**config.mk**
```make
export PLATFORM = sky130hd
export DESIGN_NAME = icu_seq_flat
export DESIGN_NICKNAME = d
export VERILOG_FILES = /design/src/rtl/icu_seq_if.sv /design/src/rtl/icu_seq.sv /design/src/flat_wrapper.sv
export SDC_FILE = /design/constraint.sdc
export NUM_CORES = 1
export LEC_CHECK = 0
export ABC_AREA = 0
export BUFFER_PORTS_ARGS = -buffer_cell sky130_fd_sc_hd__buf_2
export CAP_MARGIN = 30
export CORE_ASPECT_RATIO = 1.5
export CORE_MARGIN = 2
export CORE_UTILIZATION = 35
export DETAILED_ROUTE_END_ITERATION = 10
export GPL_TIMING_DRIVEN = 0
export PLACE_DENSITY = 0.57
export SYNTH_ARGS = -nofsm -noshare
export SYNTH_HDL_FRONTEND = slang
export SYNTH_SLANG_ARGS = --single-unit
```
**constraint.sdc**
```tcl
create_clock -name i_clk -period 3.5 [get_ports i_clk]
set_input_delay 0.35 -clock i_clk [delete_from_list [all_inputs] [get_ports i_clk]]
set_output_delay 0.35 -clock i_clk [all_outputs]
set_load 0.01 [all_outputs]
```
**src/rtl/icu_seq_if.sv**
```systemverilog
// icu_seq_if: program-memory / I/O bus bundle for the icu_seq control unit.
//   pc          : address of the current instruction (driven by the sequencer)
//   instruction : 4-bit opcode read at pc
//   operand     : AW-bit operand read at pc (I/O address or jump target)
//   data_in     : W-bit I/O read data for io_addr
//   io_addr     : I/O address, equal to the current operand
//   data_out    : registered store data
//   wr_addr     : registered store address
//   write       : registered one-cycle store strobe
// master = sequencer side, slave = memory / I/O side.
interface icu_seq_if #(
    parameter int W  = 8,
    parameter int AW = 8
);
    logic [AW-1:0] pc;
    logic [3:0]    instruction;
    logic [AW-1:0] operand;
    logic [W-1:0]  data_in;
    logic [AW-1:0] io_addr;
    logic [W-1:0]  data_out;
    logic [AW-1:0] wr_addr;
    logic          write;

    modport master (
        output pc, io_addr, data_out, wr_addr, write,
        input  instruction, operand, data_in
    );

    modport slave (
        input  pc, io_addr, data_out, wr_addr, write,
        output instruction, operand, data_in
    );
endinterface

```
**src/rtl/icu_seq.sv**
```systemverilog
// icu_seq: W-bit industrial control unit with an internal program counter
// and a D-deep return-address stack. One instruction per clock while
// i_hold is low.
//   i_clk      : clock, posedge
//   i_rst      : synchronous active-high reset (overrides i_hold)
//   i_hold     : freeze architectural state, suppress pulses
//   bus        : program memory / I/O bus (icu_seq_if.master)
//   o_rr_out   : result register
//   o_flag_o   : pulse, NOPO executed
//   o_flag_f   : pulse, NOPF executed
//   o_stk_ovf  : sticky, JMP with full stack
//   o_stk_unf  : sticky, RTN with empty stack
module icu_seq #(
    parameter int W  = 8,
    parameter int AW = 8,
    parameter int D  = 4
) (
    input  logic         i_clk,
    input  logic         i_rst,
    input  logic         i_hold,
    icu_seq_if.master    bus,
    output logic [W-1:0] o_rr_out,
    output logic         o_flag_o,
    output logic         o_flag_f,
    output logic         o_stk_ovf,
    output logic         o_stk_unf
);
    localparam logic [3:0] OP_NOPO = 4'h0;
    localparam logic [3:0] OP_LD   = 4'h1;
    localparam logic [3:0] OP_LDC  = 4'h2;
    localparam logic [3:0] OP_AND  = 4'h3;
    localparam logic [3:0] OP_ANDC = 4'h4;
    localparam logic [3:0] OP_OR   = 4'h5;
    localparam logic [3:0] OP_ORC  = 4'h6;
    localparam logic [3:0] OP_XNOR = 4'h7;
    localparam logic [3:0] OP_STO  = 4'h8;
    localparam logic [3:0] OP_STOC = 4'h9;
    localparam logic [3:0] OP_IEN  = 4'hA;
    localparam logic [3:0] OP_OEN  = 4'hB;
    localparam logic [3:0] OP_JMP  = 4'hC;
    localparam logic [3:0] OP_RTN  = 4'hD;
    localparam logic [3:0] OP_SKZ  = 4'hE;
    localparam logic [3:0] OP_NOPF = 4'hF;

    // sp counts 0..D inclusive; the stack index only needs to reach D-1
    localparam int SPW = $clog2(D + 1);
    localparam int IW  = (D > 1) ? $clog2(D) : 1;

    logic [AW-1:0]  r_pc;
    logic [W-1:0]   r_rr;
    logic           r_ien;
    logic           r_oen;
    logic           r_skip;
    logic [SPW-1:0] r_sp;
    logic [AW-1:0]  r_stack [D];
    logic [W-1:0]   r_data_out;
    logic [AW-1:0]  r_wr_addr;
    logic           r_write;
    logic           r_flag_o;
    logic           r_flag_f;
    logic           r_ovf;
    logic           r_unf;

    logic [W-1:0]   w_dm;
    logic [AW-1:0]  w_pc_inc;
    logic [SPW-1:0] w_sp_dec;
    logic [IW-1:0]  w_push_idx;
    logic [IW-1:0]  w_pop_idx;
    logic           w_full;
    logic           w_empty;
    logic           w_exec;

    assign w_dm       = bus.data_in & {W{r_ien}};
    assign w_pc_inc   = r_pc + AW'(1);
    assign w_sp_dec   = r_sp - SPW'(1);
    assign w_push_idx = r_sp[IW-1:0];
    assign w_pop_idx  = w_sp_dec[IW-1:0];
    assign w_full     = (r_sp == SPW'(D));
    assign w_empty    = (r_sp == '0);
    assign w_exec     = !i_hold && !r_skip;

    always_ff @(posedge i_clk) begin
        if (i_rst) begin
            r_pc       <= '0;
            r_rr       <= '0;
            r_ien      <= 1'b0;
            r_oen      <= 1'b0;
            r_skip     <= 1'b0;
            r_sp       <= '0;
            r_data_out <= '0;
            r_wr_addr  <= '0;
            r_write    <= 1'b0;
            r_flag_o   <= 1'b0;
            r_flag_f   <= 1'b0;
            r_ovf      <= 1'b0;
            r_unf      <= 1'b0;
        end else begin
            // pulses default low, including hold cycles
            r_write  <= 1'b0;
            r_flag_o <= 1'b0;
            r_flag_f <= 1'b0;
            if (!i_hold) begin
                r_pc <= w_pc_inc;
                if (r_skip) begin
                    r_skip <= 1'b0;
                end else begin
                    case (bus.instruction)
                        OP_NOPO: r_flag_o <= 1'b1;
                        OP_LD:   r_rr <= w_dm;
                        OP_LDC:  r_rr <= ~w_dm;
                        OP_AND:  r_rr <= r_rr & w_dm;
                        OP_ANDC: r_rr <= r_rr & ~w_dm;
                        OP_OR:   r_rr <= r_rr | w_dm;
                        OP_ORC:  r_rr <= r_rr | ~w_dm;
                        OP_XNOR: r_rr <= ~(r_rr ^ w_dm);
                        OP_STO, OP_STOC: begin
                            if (r_oen) begin
                                r_write    <= 1'b1;
                                r_data_out <= (bus.instruction == OP_STOC) ? ~r_rr : r_rr;
                                r_wr_addr  <= bus.operand;
                            end
                        end
                        OP_IEN:  r_ien <= bus.data_in[0];
                        OP_OEN:  r_oen <= w_dm[0];
                        OP_JMP: begin
                            if (!w_full) r_sp  <= r_sp + SPW'(1);
                            else         r_ovf <= 1'b1;
                            r_pc <= bus.operand;
                        end
                        OP_RTN: begin
                            if (!w_empty) begin
                                r_sp <= w_sp_dec;
                                r_pc <= r_stack[w_pop_idx];
                            end else begin
                                r_pc  <= '0;
                                r_unf <= 1'b1;
                            end
                            // the instruction after a return is always discarded
                            r_skip <= 1'b1;
                        end
                        OP_SKZ:  if (r_rr == '0) r_skip <= 1'b1;
                        OP_NOPF: r_flag_f <= 1'b1;
                        default: ;
                    endcase
                end
            end
        end
    end

    // Stack contents survive reset; only sp is cleared.
    always_ff @(posedge i_clk) begin
        if (!i_rst && w_exec && bus.instruction == OP_JMP && !w_full)
            r_stack[w_push_idx] <= w_pc_inc;
    end

    assign bus.pc       = r_pc;
    assign bus.io_addr  = bus.operand;
    assign bus.data_out = r_data_out;
    assign bus.wr_addr  = r_wr_addr;
    assign bus.write    = r_write;
    assign o_rr_out     = r_rr;
    assign o_flag_o     = r_flag_o;
    assign o_flag_f     = r_flag_f;
    assign o_stk_ovf    = r_ovf;
    assign o_stk_unf    = r_unf;
endmodule

```
**src/flat_wrapper.sv**
```systemverilog
// flat-port wrapper written by rule: the top's interface ports become plain ports
module icu_seq_flat 
#(
    parameter int W  = 8,
    parameter int AW = 8,
    parameter int D  = 4
)
  (i_clk, i_rst, i_hold, o_rr_out, o_flag_o, o_flag_f, o_stk_ovf, o_stk_unf, bus_pc, bus_io_addr, bus_data_out, bus_wr_addr, bus_write, bus_instruction, bus_operand, bus_data_in);
  icu_seq_if #(.W(W), .AW(AW)) bus_i ();
  input  logic i_clk;
  input  logic i_rst;
  input  logic i_hold;
  output logic [W-1:0] o_rr_out;
  output logic o_flag_o;
  output logic o_flag_f;
  output logic o_stk_ovf;
  output logic o_stk_unf;
  output wire logic [$bits(bus_i.pc)-1:0] bus_pc;
  output wire logic [$bits(bus_i.io_addr)-1:0] bus_io_addr;
  output wire logic [$bits(bus_i.data_out)-1:0] bus_data_out;
  output wire logic [$bits(bus_i.wr_addr)-1:0] bus_wr_addr;
  output wire logic [$bits(bus_i.write)-1:0] bus_write;
  input wire logic [$bits(bus_i.instruction)-1:0] bus_instruction;
  input wire logic [$bits(bus_i.operand)-1:0] bus_operand;
  input wire logic [$bits(bus_i.data_in)-1:0] bus_data_in;
  assign bus_pc = bus_i.pc;
  assign bus_io_addr = bus_i.io_addr;
  assign bus_data_out = bus_i.data_out;
  assign bus_wr_addr = bus_i.wr_addr;
  assign bus_write = bus_i.write;
  assign bus_i.instruction = bus_instruction;
  assign bus_i.operand = bus_operand;
  assign bus_i.data_in = bus_data_in;
  icu_seq #(.W(W), .AW(AW), .D(D)) u_core (.i_clk(i_clk), .i_rst(i_rst), .i_hold(i_hold), .bus(bus_i), .o_rr_out(o_rr_out), .o_flag_o(o_flag_o), .o_flag_f(o_flag_f), .o_stk_ovf(o_stk_ovf), .o_stk_unf(o_stk_unf));
endmodule
```
======== Word level (Yosys, flattened, before mapping) ========
Memory sizes are Yosys's and may differ from the RTL's.
Index checks and enable logic that the tools add are counted.
storage, ports and cells
  register bits after elaboration ......... 43
  RAM bits ................................ 32
  input port bits ......................... 23
  output and inout bits ................... 45
  word-level logic and storage cells ...... 86
  memories ................................ 1
cells by class
  $add $sub $neg .......................... 3
  equality and inequality tests ........... 18
  muxes and demuxes ....................... 16
  bitwise logic cells ..................... 12
  reduce and logical (&&, ||, !) cells .... 23
memory list
  name            depth  width  rd ports  clocked after Yosys merged registers in  write ports  RTL line       RTL
  u_core.r_stack  4      8      1         0                                        1            icu_seq.sv:55  logic [AW-1:0] r_stack [D];
operator list
  kind                 number
  $pmux 8 s7           1
  $eq 4x4->1 const B   8
  $and 8x8->8          3
  $mux 8               3
  $not 8->8            3
  $eq 4x3->1 const B   4
  $or 8x8->8           2
  $pmux 8 s2           1
  $reduce_and 4->1     3
  $reduce_and 3->1     3
  $add 8x1->8 const B  1
  $eq 4x2->1 const B   2
  $logic_not 8->1      1
  $xor 8x8->8          1
  $mux 1               7
  $reduce_bool 7->1    1
  $mux 3               2
  $pmux 3 s2           1
  $reduce_and 5->1     1
  $eq 4x1->1 const B   1
  $logic_and 1x1->1    4
  $logic_not 1->1      4
  $logic_not 4->1      1
  $ne 2x2->1 const B   2
  10 further kinds     12

======== Logic depth before layout (Yosys ltp) ========
  depth after elaboration ................. 7
  gate-level depth with buffers ........... 8
  mapped depth without buffers ............ 6

======== Worst setup path before layout ========
OpenSTA, ideal clock, no wires.
  kind .................................... reg-to-reg
  start ................................... reg u_core.r_sp[0]
  end ..................................... reg u_core.r_pc[4], in the netlist u_core.bus.pc[4]
  setup time .............................. 95 ps
  arrival ................................. 1811 ps
  data required time ...................... 3405 ps
  path slack .............................. 1593 ps
  cell stages (with the launch flop) ...... 9
  path buffers ............................ 2
  period minus slack after synthesis ...... 1907 ps
  cells stage by stage .................... dfxtp_1 buf_4 inv_1 ha_1 buf_2 mux4_2 a32oi_1 or2_1 a221oi_1
between the ends
  word-level cells in the longest chain between the ends .. 5
  elaborated cells on any way between the ends .. 6
  those cells by class .................... add/sub (1); mux (3); reduce/logical (1); memory (1)
RTL lines
  item                    RTL line        RTL
  start, declared         icu_seq.sv:54   logic [SPW-1:0] r_sp;
  start signal, assigned  icu_seq.sv:126  if (!w_full) r_sp <= r_sp + SPW'(1);
  start signal, assigned  icu_seq.sv:132  r_sp <= w_sp_dec;
  $sub 3x1->3             icu_seq.sv:75   assign w_sp_dec = r_sp - SPW'(1);
  $mem_v2 4x8             n/a
  $mux 8 *                icu_seq.sv:131  if (!w_empty) begin
  $pmux 8 s2 *            icu_seq.sv:107  case (bus.instruction)
  $mux 8 *                icu_seq.sv:104  if (r_skip) begin
  end signal, assigned    icu_seq.sv:103  r_pc <= w_pc_inc;
  end signal, assigned    icu_seq.sv:128  r_pc <= bus.operand;
  end signal, assigned    icu_seq.sv:133  r_pc <= r_stack[w_pop_idx];
  end, declared           icu_seq.sv:49   logic [AW-1:0] r_pc;
Mark *: on every way between the ends. The rest lies on a longest branch, timed or not.
A chain may end at the register's enable or synchronous reset.

======== Worst setup path after layout ========
  start ................................... reg u_core.r_skip
  end ..................................... mem u_core.r_stack[2][4], enable pin
between the ends
  word-level cells in the longest chain between the ends .. 7
RTL lines
  item                             RTL line        RTL
  start, declared                  icu_seq.sv:53   logic r_skip;
  start signal, assigned           icu_seq.sv:88   r_skip <= 1'b0;
  start signal, assigned           icu_seq.sv:105  r_skip <= 1'b0;
  start signal, assigned           icu_seq.sv:139  r_skip <= 1'b1;
  $logic_not 1->1                  icu_seq.sv:80   assign w_exec = !i_hold && !r_skip;
  $logic_and 1x1->1                icu_seq.sv:80
  $logic_and 1x1->1 (3 in series)  icu_seq.sv:152  if (!i_rst && w_exec && bus.instruction == OP_JMP && !w_full)
  $mux 1                           icu_seq.sv:152
  $mux 1 (not written as such)     icu_seq.sv:153  r_stack[w_push_idx] <= w_pc_inc;
  end, declared                    icu_seq.sv:55
No other way between the ends.

==> impl_summary.md <==
Run status
The run finished with clean final reports.

STA
The final critical path takes up 67.10% of the cycle. The final worst slack is 1.151 ns. Setup repair after global routing left no endpoint under its margin. Hold timing on the final database bottoms out at a slack of 0.2867 ns. The pin slew with the least headroom to its limit is 0.8451 ns. The accumulated negative setup slack is 0 ns.

On the final layout, the worst clock skew is 0.007152 ns. The final hold violation count was 0. The final number of max-transition violations is 0. Setup violations remaining at the end of the flow were counted as 0. The headroom to the max-slew limit is 43.45%. The time the final worst path needs with I/O delays and setup is 2.349 ns. The timing-limited maximum frequency is 425.8 MHz.

Clock tree
The count of hold-fix buffers inserted at cts is 0. TritonCTS built the clock tree. The level count of the clock H-tree is 3. For this design, the sink count on the clock tree is 75. The clock buffer count from CTS is 9.

The number of gates resized after cts is 0. The root cell of the clock tree is sky130_fd_sc_hd__clkbuf_16. Once the clock tree was built, the setup fixing pass inserted 0 buffers.

In this run the deepest clock path goes through 2 buffers. The worst-skew pair later-pin latency is 0.34 ns. The CTS clock-pin slew for the worst setup and hold paths is 0.06 ns.

Die
During I/O placement, the number of pins put on the boundary was 68. The floorplan die area is 11,560 um2. Measured along the x axis, the die boundary spans 88.46 um.

The total area inside the core boundary comes to 10,480 um2. The initial core utilization is 35.75%. The vertical die dimension is 130.7 um. The floorplan has 46 rows.

Yosys
After synthesis the cells add up to 3745 um2. The leading register cell type out of synthesis is sky130_fd_sc_hd__dfxtp_1. The async set or reset register ratio after synthesis is 0%. The synthesized netlist devotes 15.77% of its cell area to simple gates. The count of yosys warnings during synthesis is 0. The portion of netlist area occupied by mux cells is 7.150%. The number of library cell types mapped by synthesis is 56.

Counting flops with a built-in enable in the synthesized netlist gives 32. The number of nets produced by synthesis is 386. Summing the areas of all fa, ha and maj instances in the mapped netlist gives 2.005% of the synthesized area. The xor/xnor cell area share of the yosys netlist is 4.678%.

The synthesized netlist devotes 15.20% of its cell area to compound gates. Sequential cells were found to cover 48.65% of the synthesized design area. The combinational family with the most area after synthesis is simple AND/OR/NAND/NOR gates. The number of standard cells after synthesis is 357. The post-synthesis register bit count is 75. The average cell area after synthesis is 10.49 um2.

Critical path
The endpoint of the most critical register-to-register path is u_core.r_stack[2][4]. The category of the worst setup path capture point is a flop. The required time of the worst setup path is 3.48 ns.

The flop-to-flop setup slack is 1.15 ns. The signal on the critical path passes through clkbuf_1, nor3_1, nand2_1, a211oi_1, and2_1. The critical path buffer and inverter count is 1. Broken down by cell family, the worst path's largest delay share belongs to simple AND/OR/NAND/NOR gates. On the worst path, the slowest cell contributes a delay of 0.48 ns. The depth of the critical timing path with buffers and inverters included is 5. Of all nets on the critical path, the largest fanout is 10. The startpoint type of the worst setup path is a flop. The endpoint of the most critical setup path is u_core.r_stack[2][4].

The slowest stage of the critical path is the sky130_fd_sc_hd__and2_1 cell. The data arrival time of the worst path is 2.33 ns. In this run the critical register-to-register path is launched from u_core.r_skip. Tracing the worst setup path back leads to its startpoint at u_core.r_skip. The cell depth of the worst flop-to-flop path is 5. By startpoint and endpoint, the worst setup path is classified as reg2reg.

Worst hold path
The launch instance of the worst min-delay path is bus_operand[0]. The class of the worst hold path is in2reg.

Place
At the end of routability-driven placement, the weighted congestion stood at 0.8491. Detailed placement finished with a half-perimeter wire length of 7311 um. The worst-case setup slack after placement is 1.131 ns. The number of buffer cells added on primary ports is 63. The number of instances in the placed design is 564.

Routing
The first routing iteration left 140 violations. For this run, design rule violations remaining after detail routing come to 0. The number of detailed-routing iterations run before antenna repair is 5. The residual antenna-violating net count after detailed routing is 0. Wires add up to 9749 um. In the final routed layout, each cell accounts on average for 16.81 um. The total number of vias is 2,946. In the routed layout, each cell is associated on average with a via count of 5.079.

Power
The power per cell area is 465.2 nW/um2. Across the VDD grid, the largest voltage drop is 0.2154 mV. The leakage power summed over all cells is 0.001728 uW.

Layout
The final standard cell count with taps included and fillers excluded is 580. Relative to the synthesized area, the layout overhead comes to 21.75%. The number of filler instances in the final layout is 1,040. Cells fill 43.53% of the core in the end. The number of nets in the layout is 460. The repair_antennas step left the layout with diodes totalling 0. Of the cells placed in the final design, the portion with a size suffix greater than 1 is 29.13%.

The total area of sequential cells is 1822 um2. The area of the multi-input gates is 1678 um2.

Run
Max-cap violations in this run came to 0.

GRT
The first-pass GRT wire length is 15,140 um. Global routing used 17.61% of the available tracks across all layers. Global routing finished with a remaining overflow of 0. The largest net degree at the start of global routing is 15. The number of antenna violations at the first check in global routing is 0. The via count of the first global-routing pass is 2,968.
registers in the layout, indices dropped and copies added, names as in the netlist:
register	count
u_core.bus.wr_addr	8
u_core.o_flag_f	1
u_core.r_stack	32
u_core.r_sp	3
u_core.bus.data_out	8
u_core.o_stk_ovf	1
u_core.o_stk_unf	1
u_core.o_rr_out	8
u_core.r_ien	1
u_core.bus.pc	8
u_core.bus.write	1
u_core.r_oen	1
u_core.o_flag_o	1
u_core.r_skip	1
worst register-to-register path: cells and delay by family (launching register included):
kind	cells	cell delay, ns
AND/OR/NAND/NOR	3	0.96
buffers and inverters	1	0.26
AO/OA/AOI/OAI	1	0.44
flip-flops	1	0.34
per-stage QoR:
step | cell area, um2 | power [uW]
after floorplan | 3745 | 1076
after CTS | 4559 | 2139
after global routing | 4559 | 2194
final | 4559 | 2121
after global placement | 4240 | 1140
after detailed placement | 4240 | 1142
cells in the mapped netlist (2+ instances only):
library cell / number / area [um2]
sky130_fd_sc_hd__buf_6: 3 / 33.78
sky130_fd_sc_hd__a21oi_1: 27 / 135.1
sky130_fd_sc_hd__or2_1: 2 / 12.51
sky130_fd_sc_hd__o32ai_1: 3 / 26.28
sky130_fd_sc_hd__nand3_1: 8 / 40.04
sky130_fd_sc_hd__edfxtp_1: 32 / 960.9
sky130_fd_sc_hd__mux2i_1: 2 / 20.02
sky130_fd_sc_hd__buf_2: 9 / 45.04
sky130_fd_sc_hd__or3_1: 2 / 12.51
sky130_fd_sc_hd__nand3b_1: 3 / 22.52
sky130_fd_sc_hd__nand2b_1: 5 / 31.28
sky130_fd_sc_hd__and2_1: 5 / 31.28
sky130_fd_sc_hd__a32oi_1: 5 / 43.79
sky130_fd_sc_hd__a211oi_2: 4 / 50.05
sky130_fd_sc_hd__o21ai_0: 8 / 40.04
sky130_fd_sc_hd__mux4_2: 8 / 180.2
sky130_fd_sc_hd__dfxtp_1: 43 / 860.8
sky130_fd_sc_hd__nor3_1: 5 / 25.02
sky130_fd_sc_hd__mux2_2: 6 / 67.56
sky130_fd_sc_hd__a221oi_1: 2 / 17.52
sky130_fd_sc_hd__nand2_1: 41 / 153.9
sky130_fd_sc_hd__nor4_1: 2 / 12.51
sky130_fd_sc_hd__clkbuf_1: 9 / 33.78
sky130_fd_sc_hd__xor2_1: 6 / 52.55
sky130_fd_sc_hd__nor2_1: 21 / 78.83
sky130_fd_sc_hd__a31oi_1: 3 / 18.77
sky130_fd_sc_hd__xnor2_1: 14 / 122.6
sky130_fd_sc_hd__buf_4: 12 / 90.09
sky130_fd_sc_hd__or2_2: 2 / 12.51
sky130_fd_sc_hd__a211oi_1: 12 / 90.09
sky130_fd_sc_hd__ha_1: 6 / 75.07
sky130_fd_sc_hd__a311oi_1: 2 / 17.52
sky130_fd_sc_hd__nor2b_1: 6 / 37.54
sky130_fd_sc_hd__o22ai_1: 7 / 43.79
sky130_fd_sc_hd__a22oi_1: 3 / 22.52
sky130_fd_sc_hd__inv_1: 9 / 33.78
worst min-delay path by stage:
stage / to / cells after the start / slack (ns)
after floorplan: u_core.r_oen / 2 / 0.48
after global placement: u_core.bus.wr_addr[0] / 2 / 0.45
after detailed placement: u_core.bus.wr_addr[5] / 2 / 0.45
after CTS: u_core.bus.wr_addr[0] / 3 / 0.28
after global routing: u_core.bus.wr_addr[1] / 3 / 0.30
final: u_core.bus.wr_addr[0] / 3 / 0.29
placed cells by master (no fill, tap or decap), types with 4 or more instances in the layout:
master,instances
sky130_fd_sc_hd__a32oi_1,5
sky130_fd_sc_hd__nor2b_1,6
sky130_fd_sc_hd__a211oi_1,12
sky130_fd_sc_hd__xor2_1,6
sky130_fd_sc_hd__xnor2_1,14
sky130_fd_sc_hd__nand2b_1,5
sky130_fd_sc_hd__nand2_1,41
sky130_fd_sc_hd__edfxtp_1,32
sky130_fd_sc_hd__clkbuf_1,10
sky130_fd_sc_hd__buf_2,72
sky130_fd_sc_hd__o22ai_1,7
sky130_fd_sc_hd__inv_1,9
sky130_fd_sc_hd__o21ai_0,8
sky130_fd_sc_hd__nor2_1,21
sky130_fd_sc_hd__clkbuf_16,9
sky130_fd_sc_hd__a21oi_1,27
sky130_fd_sc_hd__mux4_2,8
sky130_fd_sc_hd__a211oi_2,4
sky130_fd_sc_hd__nand3_1,8
sky130_fd_sc_hd__nor3_1,5
sky130_fd_sc_hd__dfxtp_1,43
sky130_fd_sc_hd__ha_1,6
sky130_fd_sc_hd__and2_1,5
sky130_fd_sc_hd__buf_4,12
sky130_fd_sc_hd__mux2_2,6
layer usage:
layer  up-vias  routed length (um)  track usage, %
met5         -                   0               0
met4         0                 298           8.111
met3        22                 362           3.957
met2        72                5156           31.89
met1      1413                3931           19.20
li1       1439                   -               -
cell families after synthesis:
logic type / Yosys count
muxes: 16
xor gates and xnor gates: 20
and+or+nand+nor: 112
adders and majority gates: 6
AOI/OAI and AO/OA: 84
DFF: 75
buffers and inverters: 44
power by group:
part	internal [uW]	total [uW]	switching, uW
logic	76.0	181	105
registers	924	943	18.6
clock network	627	997	370
layout make-up:
type	instances	area share, %
plain buffers	35	4.638
repair buffers	63	6.915
flip-flops and latches	75	39.96
multi-input cells	238	36.80
clock buffers	10	5.022
well taps	144	3.952
inverters	9	0.7409
clock inverters	6	1.976
Power figures use the tool's default switching activity.
